<file path="config.mk">
export PLATFORM = sky130hd
export DESIGN_NAME = rl_step_sequencer
export DESIGN_NICKNAME = d
export VERILOG_FILES = /design/src/rtl/rl_step_sequencer.sv
export SDC_FILE = /design/constraint.sdc
export NUM_CORES = 2
export LEC_CHECK = 0
export ABC_AREA = 1
export ABC_CLOCK_PERIOD_IN_PS = 17400
export BUFFER_PORTS_ARGS = -buffer_cell sky130_fd_sc_hd__buf_2
export CORE_MARGIN = 5
export CORE_UTILIZATION = 38
export CTS_CLUSTER_SIZE = 10
export DETAILED_ROUTE_END_ITERATION = 10
export PLACE_DENSITY = 0.57
export SYNTH_ARGS = -nofsm -noshare
export SYNTH_HDL_FRONTEND = slang
export SYNTH_SLANG_ARGS = --single-unit
</file>
<file path="constraint.sdc">
create_clock -name clk -period 17.4 [get_ports clk]
set_input_delay 3.48 -clock clk [delete_from_list [all_inputs] [get_ports clk]]
set_output_delay 3.48 -clock clk [all_outputs]
set_load 0.01 [all_outputs]
</file>
<file path="src/rtl/rl_step_sequencer.sv">
// RL circuit Euler integrator: one shared multiplier, six cycles per step.
// Define RL_SEQ_SAT_EN to make the accumulator add saturate instead of wrap.
module rl_step_sequencer #(
   parameter int W      = 32,
   parameter int STEP_W = 16
) (
   input  logic              clk,
   input  logic              rst,
   input  logic              start,
   input  logic              abort,
   input  logic [STEP_W-1:0] n_steps,
   input  logic [15:0]       r_coef,
   input  logic [15:0]       l_div,
   input  logic [15:0]       u0,
   input  logic [15:0]       dt,
   output logic              busy,
   output logic              done,
   output logic [W-1:0]      i_out,
   output logic              i_valid,
   output logic [STEP_W-1:0] step_cnt
);

   typedef enum logic [2:0] {
      IDLE, MUL_R, SUB, MUL_L, MUL_DT, ACC, UPD, DONE
   } state_t;

   state_t state;

   logic signed [15:0]   r_q;
   logic signed [15:0]   l_q;
   logic signed [15:0]   u_q;
   logic signed [15:0]   dt_q;
   logic [STEP_W-1:0]    n_q;

   logic signed [W-1:0]  cur;
   logic signed [W-1:0]  acc;
   logic signed [W-1:0]  x0;
   logic signed [W-1:0]  x1;
   logic signed [W-1:0]  x2;
   logic signed [W-1:0]  di;

   logic signed [W-1:0]  mul_a;
   logic signed [W-1:0]  mul_b;
   logic signed [W-1:0]  prod;
   logic signed [W-1:0]  di_sh;
   logic signed [W-1:0]  acc_nxt;
   logic [STEP_W-1:0]    cnt_nxt;

   assign busy    = (state != IDLE);
   assign i_out   = cur;
   assign cnt_nxt = step_cnt + STEP_W'(1);
   assign di_sh   = di >>> 10;

   // Single multiplier; operands chosen by the current phase of the step.
   always_comb begin
      mul_a = cur;
      mul_b = W'(r_q);
      case (state)
         MUL_L: begin
            mul_a = x1;
            mul_b = W'(l_q);
         end
         MUL_DT: begin
            mul_a = x2;
            mul_b = W'(dt_q);
         end
         default: begin
            mul_a = cur;
            mul_b = W'(r_q);
         end
      endcase
   end

   assign prod = mul_a * mul_b;

`ifdef RL_SEQ_SAT_EN
   localparam logic signed [W-1:0] SAT_MAX = {1'b0, {(W-1){1'b1}}};
   localparam logic signed [W-1:0] SAT_MIN = {1'b1, {(W-1){1'b0}}};

   logic signed [W:0] sum_x;

   always_comb begin
      sum_x = {acc[W-1], acc} + {di_sh[W-1], di_sh};
      if (sum_x[W] != sum_x[W-1])
         acc_nxt = sum_x[W] ? SAT_MIN : SAT_MAX;
      else
         acc_nxt = sum_x[W-1:0];
   end
`else
   assign acc_nxt = acc + di_sh;
`endif

   always_ff @(posedge clk or posedge rst) begin
      if (rst) begin
         state    <= IDLE;
         done     <= 1'b0;
         i_valid  <= 1'b0;
         step_cnt <= '0;
         cur      <= '0;
         acc      <= '0;
         x0       <= '0;
         x1       <= '0;
         x2       <= '0;
         di       <= '0;
         r_q      <= '0;
         l_q      <= '0;
         u_q      <= '0;
         dt_q     <= '0;
         n_q      <= '0;
      end else begin
         done    <= 1'b0;
         i_valid <= 1'b0;
         if (abort && state != IDLE) begin
            state <= IDLE;
         end else begin
            case (state)
               IDLE: begin
                  if (start && !abort) begin
                     r_q      <= r_coef;
                     l_q      <= l_div;
                     u_q      <= u0;
                     dt_q     <= dt;
                     n_q      <= n_steps;
                     acc      <= '0;
                     cur      <= '0;
                     step_cnt <= '0;
                     state    <= (n_steps == '0) ? DONE : MUL_R;
                  end
               end
               MUL_R: begin
                  x0    <= prod;
                  state <= SUB;
               end
               SUB: begin
                  x1    <= W'(u_q) - x0;
                  state <= MUL_L;
               end
               MUL_L: begin
                  x2    <= prod;
                  state <= MUL_DT;
               end
               MUL_DT: begin
                  di    <= prod;
                  state <= ACC;
               end
               ACC: begin
                  acc   <= acc_nxt;
                  state <= UPD;
               end
               UPD: begin
                  cur      <= acc >>> 8;
                  step_cnt <= cnt_nxt;
                  i_valid  <= 1'b1;
                  state    <= (cnt_nxt == n_q) ? DONE : MUL_R;
               end
               DONE: begin
                  done  <= 1'b1;
                  state <= IDLE;
               end
               default: state <= IDLE;
            endcase
         end
      end
   end

endmodule

</file>
Word-level counts from Yosys, hierarchy flattened. Index checks and enable logic that the tools add are counted.

Register bits after elaboration: 293. Bits of input ports: 84. Output and inout port bits: 51. Word-level logic and storage cells: 61.

Add/sub/neg operators: 3. Multipliers: 1. Eq/ne operators: 10. Mux-type cells: 16. Bitwise logic cells: 1. Reductions and logical operators: 15.

Operators with widths (number): case mux 32 bit (2 select lines) (4); adder 32 x 22 -> 32 bit (1); multiplier 32 x 32 -> 32 bit (1); 2-to-1 mux 32 bit (1); case mux 16 bit (2 select lines) (1); subtractor 16 x 32 -> 32 bit (1); case mux 3 bit (8 select lines) (1); adder 16 x 1 -> 16 bit (second input constant) (1); equality test 16 bit (1); logical NOT 16 bit (1); 2-to-1 mux 16 bit (1); equality test 3 bit (second input constant) (4); 2-to-1 mux 3 bit (4); AND reduction 3 bit (3); AND reduction 2 bit (4); equality test 3 x 2 -> 1 bit (second input constant) (2); 2-to-1 mux 1 bit (4); nonzero test 2 bit (2); equality test 3 x 1 -> 1 bit (second input constant) (1); logical NOT 3 bit (1); != test 3 bit (second input constant) (1); nonzero test 3 bit (1); logical AND 1 bit (2); != test 2 bit (second input constant) (1); other kinds (2) (2).

Depth between registers and ports, before layout.
Word-level depth: 5. Depth in mapped cells: 42. Mapped depth without buffers: 40.

Worst setup path before layout. No wires, ideal clock.

Path kind: register to register. From: register state[0]. To: register x2[28]. Library setup time: 0.128 ns. Arrival time: 7.607 ns. Required time: 17.272 ns. Setup slack: 9.666 ns. Cell stages (with the launch flop): 36. Path buffers: 4. Clock period less this slack: 7.734 ns. Cells stage by stage: dfrtp_1 > buf_4 > nor2_4 > nand2_4 > nand2_4 > inv_2 > buf_6 > clkbuf_1 > a21oi_1 > clkbuf_1 > nor2_1 > fa_1 > fa_1 > fa_1 > inv_1 > fa_1 > inv_1 > fa_1 > inv_1 > fa_1 > inv_1 > fa_1 > fa_1 > ha_1 > nand2_1 > nor2_1 > and2_1 > nand4_1 > nand3_1 > nand3_1 > nand2_1 > nand3_1 > and2_1 > o21ai_0 > xnor2_1 > o21ai_0.

Longest elaborated chain between the ends: 4. Elaborated cells between the ends (all ways): 9. Those cells by class: mul: 1; eq/ne: 2; mux: 2; bitwise: 1; reduce/logical: 3.

RTL lines: from (decl) (RTL line 27) `state_t state;`; from (signal assigned) (RTL line 127) `state <= (n_steps == '0) ? DONE : MUL_R;`; from (signal assigned) (RTL line 154) `state <= (cnt_nxt == n_q) ? DONE : MUL_R;`; parallel branches: the longest is 4 deep, another holds multiplier 32 x 32 -> 32 bit; to (signal assigned) (RTL line 139) `x2 <= prod;`; to (decl) (RTL line 39) `logic signed [W-1:0] x2;`.

Parallel ways; which one is timed is not known. A chain may end at the register's enable or synchronous reset.

Final worst setup path.
From: register state[2]. To: register di[29].

Longest elaborated chain between the ends: 4. Elaborated cells between the ends (all ways): 9. Those cells by class: mul: 1; eq/ne: 2; mux: 2; bitwise: 1; reduce/logical: 3.

RTL lines: parallel branches: the longest is 4 deep, another holds multiplier 32 x 32 -> 32 bit; to (signal assigned) (RTL line 143) `di <= prod;`; to (decl) (RTL line 40) `logic signed [W-1:0] di;`.

Parallel ways; which one is timed is not known.

==> impl_metrics.py <==
metrics = {
    "clocking": {
        "post_cts_resized": 0,
        "cts_made_buffers": 36,
        "hold_buffers": 0,
        "root_buffer": "clkbuf_16",
        "cts.path.max_buffers": 3,
        "cts.sinks": 275,
        "insertion_delay_ns": 0.55,
        "clk_pin_slew_ns": 0.06,
        "cts_tree": "done",
        "h-tree-depth": 2,
        "post_cts_buffers": 0,
    },
    "floorplanning": {
        "start_util": 0.383,
        "pin_count": 135,
        "die_w_um": 289,
        "coreArea_mm2": 0.0773,
        "num_rows": 102,
        "die_y_um": 289,
        "die-area_mm2": 0.0836,
    },
    "global_routing": {
        "grt_pass1_wl_um": 147000,
        "overflow": 0,
        "grt_pass1_vias": 24600,
        "grt_max_degree": 132,
        "track_usage": 0.227,
        "grt_antenna_before_repair": 2,
    },
    "logic_synthesis": {
        "synth_warnings": 0,
        "synth_edf_count": 0,
        "synth_top_area_cell": "fa_1",
        "avgSynthCellArea_um2": 7.98,
        "netlist_area_mm2": 0.0296,
        "ys_seq_area_frac": 0.232,
        "synthesis.nets": 4392,
        "async_flop_share": 1.00,
        "synthCells": 3709,
        "ys_ff_latch": 275,
        "yosys-top-cells-count": "nand2_1, inv_1, nor2_1, fa_1, dfrtp_1",
        "synth_top_area_frac": 0.262,
        "synth.distinct_cells": 51,
        "yosysMostFrequentCell": "nand2_1",
        "synthFlopType": "dfrtp_1",
        "synth.area.top_cells": "fa_1, dfrtp_1, nand2_1",
    },
    "detailed_routing": {
        "firstDrtPassIters": 6,
        "ant_nets": 0,
        "num_vias": 24400,
        "drc": 0,
        "wl_per_cell_um": 19.4,
        "wl_um": 94000,
        "drt_iter0_markers": 1939,
        "vias_per_cell": 5.03,
    },
    "run_status": {
        "status": "finished, final reports clean",
    },
    "sta": {
        "tightestPinTransition_ns": 1.15,
        "period_minus_slack_ns": 9.92,
        "setup_viol": 0,
        "finClkSkew_ns": 0.0459,
        "worst_hold_slack_ns": 0.483,
        "rsz0062_at_grt": "no",
        "slew_violations": 0,
        "fmax_mhz": 101,
        "relSlewSlack": 0.230,
        "hold_viol": 0,
        "finalCritPeriodShare": 0.570,
        "finalSetupTns_ns": 0,
    },
    "worst_hold_path": {
        "hp-class": "reg2reg",
        "hold_depth": 2,
    },
    "critical_path": {
        "critPathMaxFanout": 21,
        "path_buf_inv": 6,
        "cp_top_family": "adder cells",
        "crit_top_cell": "fa_1",
        "slowest_stage": "dfrtp_1",
        "endpoint_kind": "flop",
        "reg2regPathDepth": 31,
        "max_stage_delay_ns": 0.81,
        "crit_type": "reg2reg",
        "cp.required_ns": 17.81,
        "start_kind": "flop",
        "crit_cells": 31,
        "arrival_ns": 10.33,
    },
    "run": {
        "maxCapViolCount": 0,
    },
    "final_layout": {
        "stdcell_count": 4842,
        "drive_gt1_frac": 0.0789,
        "syn2layout_area_growth_pct": 9.14,
        "antenna_cells": 0,
        "final_nets": 4474,
    },
    "placed_design": {
        "port_buffers": 134,
        "post-dp-hpwl_um": 76400,
        "dp.cells": 4793,
        "gp_congestion": 0.929,
    },
    "power": {
        "leakage_uw": 0.0170,
        "powerDensity_mw_per_mm2": 142,
        "ir_drop_uv": 90.3,
    },
}
final timing paths:
check / from / end / slack, ns
min in group asynchronous: rst / acc[24]$_DFFE_PP0P_ / 3.14
hold / removal: x0[10]$_DFFE_PP0P_ / x0[10]$_DFFE_PP0P_ / 0.48
hold reg to reg: x0[10]$_DFFE_PP0P_ / x0[10]$_DFFE_PP0P_ / 0.48
setup / recovery: state[2]$_DFFE_PP0P_ / di[29]$_DFFE_PP0P_ / 7.48
setup reg to reg: state[2]$_DFFE_PP0P_ / di[29]$_DFFE_PP0P_ / 7.48
max in group asynchronous: rst / x1[9]$_DFFE_PP0P_ / 12.67
area by class of cell:
class                           instances  area (um^2)
Clock inverter                          8         88.8
Inverter                              718         2700
Timing Repair Buffer                  165          903
Tap cell                             1040         1300
Fill cell                            8003        45000
Multi-Input combinational cell       2595        19500
Sequential cell                       275         6880
Clock buffer                           41          950
flip-flops by register name, indices dropped and copies added, names as in the netlist:
name	count
acc	32
di	22
done	1
dt_q	16
i_out	24
i_valid	1
l_q	16
n_q	16
r_q	16
state	3
step_cnt	16
u_q	16
x0	32
x1	32
x2	32
routing by layer:
layer / vias to the layer above / GRT usage / part of all wire / routed length (um)
met3: 128 / 0.0386 / 0.066 / 6250
met4: 2 / 0.0608 / 0.030 / 2810
li1: 11500 / - / - / -
met5: - / 0 / 0.000074 / 7
met1: 12000 / 0.330 / 0.46 / 43400
met2: 712 / 0.353 / 0.44 / 41500
cell families after synthesis:
group	synth area share
compound gates	0.0778
buf+inv	0.110
fa+ha+maj	0.351
flops	0.232
simple gates	0.208
xor+xnor	0.0201
worst register-to-register path: cells and delay by family (launching register included):
kind	cells	cell delay [ns]
compound gates	3	0.47
fa+ha+maj	9	4.29
simple gates	12	3.22
flops	1	0.81
xor+xnor	1	0.24
buf+inv	6	0.78
where the power goes:
group          switching [uW]  total, uW  internal [uW]  leakage, uW
Sequential                172       1030            858      0.00357
Clock                     292        693            401     0.000506
Combinational            1940       2860            921       0.0129
Total                    2410       4580           2180       0.0170
per-stage QoR:
step,setup slack [ns],instance area [um^2],power (uW),util
finish,7.48,32300,4580,0.418
global route,6.83,32300,4980,0.418
CTS,7.49,32300,4570,0.418
detailed placement,7.53,31300,3820,0.404
global placement,7.65,31300,3840,0.404
floorplan,6.34,29600,2890,-
cell usage in the layout (no fill, tap or decap), drive strengths merged, types with 2 or more instances in the layout:
| cell type | Yosys | layout |
|---|---|---|
| nand4 | 21 | 21 |
| xnor2 | 31 | 31 |
| o31ai | 3 | 3 |
| or2 | 21 | 21 |
| a31oi | 11 | 11 |
| xor2 | 37 | 37 |
| nor3 | 21 | 21 |
| nor2 | 402 | 402 |
| fa | 387 | 387 |
| nor4 | 5 | 5 |
| and2 | 3 | 3 |
| clkinvlp | 0 | 2 |
| clkinv | 9 | 13 |
| buf | 35 | 165 |
| a21oi | 116 | 116 |
| a22o | 8 | 8 |
| dfrtp | 275 | 275 |
| and3 | 2 | 2 |
| nor3b | 2 | 2 |
| o21bai | 6 | 6 |
| o21ai | 238 | 238 |
| nand3 | 139 | 139 |
| a21boi | 2 | 2 |
| nand2 | 876 | 876 |
| inv | 709 | 710 |
| o22ai | 32 | 32 |
| ha | 212 | 212 |
| nand3b | 7 | 7 |
| o211ai | 3 | 3 |
| clkbuf | 86 | 41 |
No activity file was read; power rests on OpenSTA's default activity.
